**src/rtl/rr_arbiter_n.sv**
```systemverilog
// Round-robin arbiter: one grant at a time, held while the owner keeps requesting.
// Optional hold-timeout preemption is built when ARB_TIMEOUT_EN is defined.
module rr_arbiter_n #(
  parameter int NREQ     = 4,
  parameter int MAX_HOLD = 16,
  localparam int GW      = $clog2(NREQ)
) (
  input  logic            clk,
  input  logic            reset,
  input  logic [NREQ-1:0] req,
  output logic [NREQ-1:0] gnt,
  output logic [GW-1:0]   gnt_id,
  output logic            gnt_vld,
  output logic            preempt
);

  typedef enum logic {
    IDLE  = 1'b0,
    OWNED = 1'b1
  } state_t;

  state_t          state_q, state_d;
  logic [GW-1:0]   ptr_q, ptr_d;
  logic [GW-1:0]   gnt_id_q, gnt_id_d;
  logic [NREQ-1:0] gnt_q, gnt_d;
  logic            vld_q, vld_d;
  logic            preempt_q, preempt_d;
  logic            new_grant;
  logic            timeout;

  if (NREQ < 2 || NREQ > 32) begin : g_bad_nreq
    $error("rr_arbiter_n: NREQ must be in 2..32");
  end
  if (MAX_HOLD < 2) begin : g_bad_hold
    $error("rr_arbiter_n: MAX_HOLD must be at least 2");
  end

  // Masking the current grant covers every case: idle (gnt=0), owner drop
  // (owner bit already 0) and timeout (owner must be excluded).
  logic [NREQ-1:0] cand;
  logic            any_cand;
  logic            owner_req;

  assign cand      = req & ~gnt_q;
  assign owner_req = |(req & gnt_q);

  logic [GW-1:0]   start_idx;
  logic [NREQ-1:0] rot;

  assign start_idx = (ptr_q == GW'(NREQ - 1)) ? '0 : ptr_q + GW'(1);
  assign rot       = (cand >> start_idx) | (cand << (NREQ - int'(start_idx)));

  logic [NREQ:0]          below;
  logic [NREQ-1:0]        hit;
  logic [NREQ:0][GW-1:0]  off_chain;
  logic [NREQ-1:0]        win_oh;

  assign below[0]     = 1'b0;
  assign off_chain[0] = '0;

  for (genvar gi = 0; gi < NREQ; gi++) begin : g_prio
    assign hit[gi]           = rot[gi] & ~below[gi];
    assign below[gi+1]       = below[gi] | rot[gi];
    assign off_chain[gi+1]   = off_chain[gi] | (hit[gi] ? GW'(gi) : '0);
  end

  assign any_cand = below[NREQ];

  // Winner is the rotated offset added back to the search start, modulo NREQ.
  logic [GW:0]   win_sum;
  logic [GW-1:0] win_idx;

  assign win_sum = {1'b0, start_idx} + {1'b0, off_chain[NREQ]};
  assign win_idx = (win_sum >= (GW + 1)'(NREQ)) ? GW'(win_sum - (GW + 1)'(NREQ))
                                                : win_sum[GW-1:0];

  for (genvar gi = 0; gi < NREQ; gi++) begin : g_onehot
    assign win_oh[gi] = (win_idx == GW'(gi));
  end

`ifdef ARB_TIMEOUT_EN
  localparam int HW = $clog2(MAX_HOLD);

  logic [HW-1:0] hcnt_q, hcnt_d;

  assign timeout = (hcnt_q == HW'(MAX_HOLD - 1)) && any_cand;

  always_comb begin
    hcnt_d = hcnt_q;
    if (new_grant) begin
      hcnt_d = '0;
    end else if (state_q == OWNED && hcnt_q != HW'(MAX_HOLD - 1)) begin
      hcnt_d = hcnt_q + HW'(1);
    end
  end

  always_ff @(posedge clk) begin
    if (reset) begin
      hcnt_q <= '0;
    end else begin
      hcnt_q <= hcnt_d;
    end
  end
`else
  assign timeout = 1'b0;
`endif

  always_comb begin
    state_d   = state_q;
    ptr_d     = ptr_q;
    gnt_d     = gnt_q;
    gnt_id_d  = gnt_id_q;
    preempt_d = 1'b0;
    new_grant = 1'b0;

    unique case (state_q)
      IDLE: begin
        if (any_cand) begin
          new_grant = 1'b1;
        end
      end
      OWNED: begin
        // An owner drop wins over a coincident timeout, so no preempt then.
        if (!owner_req) begin
          if (any_cand) begin
            new_grant = 1'b1;
          end else begin
            state_d  = IDLE;
            gnt_d    = '0;
            gnt_id_d = '0;
          end
        end else if (timeout) begin
          new_grant = 1'b1;
          preempt_d = 1'b1;
        end
      end
      default: ;
    endcase

    if (new_grant) begin
      state_d  = OWNED;
      ptr_d    = win_idx;
      gnt_d    = win_oh;
      gnt_id_d = win_idx;
    end
  end

  assign vld_d = |gnt_d;

  always_ff @(posedge clk) begin
    if (reset) begin
      state_q   <= IDLE;
      ptr_q     <= GW'(NREQ - 1);
      gnt_q     <= '0;
      gnt_id_q  <= '0;
      vld_q     <= 1'b0;
      preempt_q <= 1'b0;
    end else begin
      state_q   <= state_d;
      ptr_q     <= ptr_d;
      gnt_q     <= gnt_d;
      gnt_id_q  <= gnt_id_d;
      vld_q     <= vld_d;
      preempt_q <= preempt_d;
    end
  end

  assign gnt     = gnt_q;
  assign gnt_id  = gnt_id_q;
  assign gnt_vld = vld_q;
  assign preempt = preempt_q;

endmodule

```
**config.mk**
```make
export PLATFORM = sky130hd
export DESIGN_NAME = rr_arbiter_n
export DESIGN_NICKNAME = d
export VERILOG_FILES = /design/src/rtl/rr_arbiter_n.sv
export SDC_FILE = /design/constraint.sdc
export NUM_CORES = 1
export LEC_CHECK = 0
export CAP_MARGIN = 20
export CORE_MARGIN = 4
export CORE_UTILIZATION = 49
export DETAILED_ROUTE_END_ITERATION = 10
export GPL_TIMING_DRIVEN = 0
export PLACE_DENSITY = 0.74
export SLEW_MARGIN = 15
export SYNTH_ARGS = -nofsm -noshare
export SYNTH_HDL_FRONTEND = slang
export SYNTH_SLANG_ARGS = --single-unit
```
**constraint.sdc**
```tcl
create_clock -name clk -period 2.75 [get_ports clk]
set_input_delay 0.275 -clock clk [delete_from_list [all_inputs] [get_ports clk]]
set_output_delay 0.275 -clock clk [all_outputs]
set_load 0.05 [all_outputs]
```
==> run summary, run 1 <==
first-pass GRT wire length: 3.30 mm
H-tree levels: 1
Yosys warning count: 0
worst hold path type: input pin to flop
Die Height: 50.0 µm
Core Box Area: 1590 µm²
PwrDens: 1430 nW/µm²
initial antenna violation count: 0
HP Start: reset
Pre-antenna DRT Iters: 4
commonest cells after routing, fill and taps aside: clkdlybuf4s50_1 (11), dfxtp_1 (9), inv_1 (4), a22o_1 (4), nand2_1 (4)
Cell Count, Final, Fillers Out: 133
Worst R2R End: gnt[1]$_SDFF_PP0_
IO Port Bufs: 11
R2R setup slack: 0.20 ns
Tcrit/Tclk final: 0.929
critical path launch point type: flop
Post-synth EDFFs: 0
Avg Cell Area, Syn: 9.31 µm²
Crit path largest cell delay: 0.36 ns
CTS root buf: clkbuf_4
Critical R2R Launch: ptr_q[0]$_SDFFE_PP1P_
CTS Sinks: 10
CP Capture Type: flop
hold depth: 2
post-placement cell count: 128
antenna-violating nets left: 0
final wirelength: 1.97 mm
Leakage: 0.400 nW
DIE AREA: 2500 µm²
Mapped Cells: 93
Slew Limit Headroom: 0.667
via/cell ratio: 5.87
Mapped Nets: 102
Starting Density: 0.543
Detail Placement HPWL: 1.48 mm
FFs w/ async S/R, synth: 0
Area Overhead vs Synth: 21.7%
initial DRC count: 14
Peak VDD IR: 0.711 mV
WHS Endpoint: gnt_id[0]$_SDFFE_PP0P_
dominant synthesized flop cell: dfxtp_1
number of global-route vias before repair: 769
DR WL/cell: 14.8 µm
Final min period: 2.55 ns
worst path required time: 2.96 ns
Power Total: 1.51 mW
num ports: 14
Crit path buffers/inverters: 2
kind of cell adding the most delay to the critical path: compound AO/OA/AOI/OAI gates
R2R depth: 12
Inserted Clock Buffers: 3
mapped cell area: 866 µm²
skew final: 0.00280 ns
total track usage: 0.167
Slew Viols, Final: 0
Via Count: 781
commonest non-fill, non-tap cell in the layout: clkdlybuf4s50_1
CTS tree: built
Finish-stage setup viols: 0
GP Congestion: 0.857
largest net degree at the start of global routing: 11
nets: 119
Distinct cells, synth: 53
CTS max path bufs: 2
Worst-Margin Slew: 0.498 ns
worst skew pair latency: 0.26 ns
#FFs+latches synth: 10
# DRC: 0
share of layout cells above drive strength 1: 0.229
Hold Fails Final Rpt: 0
Seq/Total Area, Yosys: 0.231
MaxCap Viol Count: 0
Critical Path Fanout Max: 8
worst-path cell chain: ha_2, or2_1, buf_6, clkinv_8, mux2i_1, o211ai_1, nand2_2, ha_1, xor2_1, nand2_1, o21ai_1, a32o_1
CP arrival: 2.76 ns
Slowest cell on crit path: dfxtp_2
setup_tns: 0 ns
grt total ovfl: 0
diode count: 0
unrepaired setup endpoints after global routing: no
crit path from: ptr_q[0]$_SDFFE_PP1P_
CTS clk-pin slew, worst paths: 0.06 ns
run status: finished clean
num rows: 14
die extent in x: 50.0 µm
kind of critical path: flop to flop
Max Fclk: 392 MHz
-- worst max path at each step --
stage,to,slack [ns],depth (start not counted)
2_1_floorplan,gnt[1]$_SDFF_PP0_,0.40,12
5_1_grt,gnt[1]$_SDFF_PP0_,0.05,12
3_5_place_dp,gnt[3]$_SDFF_PP0_,0.07,10
4_1_cts,gnt[1]$_SDFF_PP0_,0.08,12
6_report,gnt[1]$_SDFF_PP0_,0.20,12
3_3_place_gp,gnt[1]$_SDFF_PP0_,0.13,12
-- layout make-up --
cell class | count | area (µm²)
multi-input cells | 74 | 609
fillers | 139 | 541
flip-flops and latches | 10 | 201
repair buffers | 12 | 118
clock buffers | 4 | 36.3
inverters | 5 | 31.3
well taps | 24 | 30.0
plain buffers | 4 | 27.5
-- flip-flops by register name, indices dropped and copies added, names as in the netlist --
register / count
gnt: 4
gnt_id: 2
ptr_q: 2
gnt_vld: 1
state_q: 1
-- power breakdown --
part	total (mW)	switching, mW	internal (mW)
logic	1.11	0.662	0.446
clock network	0.129	0.0483	0.0803
registers	0.272	0.0665	0.206
-- through the flow --
stage               hold slack (ns)   util  instance area (µm²)  worst slack, ns
CTS                           0.366  0.654                 1040           0.0787
floorplan                     0.484      -                  866            0.397
global route                  0.394  0.661                 1050           0.0538
finish                        0.361  0.661                 1050            0.196
global placement              0.473  0.631                 1010            0.132
detailed placement            0.489  0.631                 1010           0.0750
-- worst reg2reg max path, cell delays in order (launching register included) --
cell	delay (ns)
dfxtp_2	0.36
ha_2	0.23
or2_1	0.22
buf_6	0.15
clkinv_8	0.06
mux2i_1	0.27
o211ai_1	0.19
nand2_2	0.12
ha_1	0.19
xor2_1	0.23
nand2_1	0.09
o21ai_1	0.21
a32o_1	0.19
-- cell usage after synthesis (2+ instances only) --
cell | n | area share
nor4b_1 | 2 | 0.020
nor2_1 | 3 | 0.013
o21ai_0 | 2 | 0.012
or3_1 | 2 | 0.014
nand2b_1 | 2 | 0.014
a22o_1 | 4 | 0.040
nor2b_1 | 3 | 0.022
o211ai_1 | 2 | 0.017
o22ai_2 | 2 | 0.029
o21ai_1 | 3 | 0.017
dfxtp_1 | 10 | 0.23
a31oi_1 | 2 | 0.014
nand3_1 | 3 | 0.017
nor3_1 | 3 | 0.017
ha_1 | 3 | 0.043
inv_1 | 4 | 0.017
nand2_1 | 4 | 0.017
a32o_1 | 2 | 0.023
a21oi_1 | 3 | 0.017
-- metal layers --
| layer | global-route usage | up-vias | wire length, µm |
|---|---|---|---|
| met5 | 0 | - | 0 |
| met4 | 0.0323 | 0 | 7 |
| met3 | 0.0633 | 2 | 90 |
| met2 | 0.270 | 16 | 948 |
| met1 | 0.211 | 372 | 925 |
| li1 | - | 391 | - |
-- cells by family (layout without fill, tap and decap cells) --
kind of cell	count (synthesis)	in the layout	share of synthesized area
AO/OA/AOI/OAI	34	34	0.373
XOR/XNOR	2	2	0.0202
adder cells (fa/ha/maj)	3	3	0.0434
buffers and inverters	9	25	0.0679
flip-flops	10	10	0.231
multiplexers	1	1	0.0116
other	1	1	0.00433
AND/OR/NAND/NOR	33	33	0.249
-- repair_timing --
item,4_1_cts,5_1_grt
gates resized for setup,0,2
endpoints found under the setup margin,0,5
setup buffers,0,1
hold buffers,0,0
No activity file was read; power rests on OpenSTA's default activity.
==> inputs of run 2 (changes only) <==
--- a/config.mk
+++ b/config.mk
@@ -11,7 +11,7 @@
 export DETAILED_ROUTE_END_ITERATION = 10
 export GPL_TIMING_DRIVEN = 0
 export PLACE_DENSITY = 0.74
-export SLEW_MARGIN = 15
+export SLEW_MARGIN = 20
 export SYNTH_ARGS = -nofsm -noshare
 export SYNTH_HDL_FRONTEND = slang
 export SYNTH_SLANG_ARGS = --single-unit
==> results of run 2 <==
The final DEF is identical to that of run 1; final timing and power are the same.
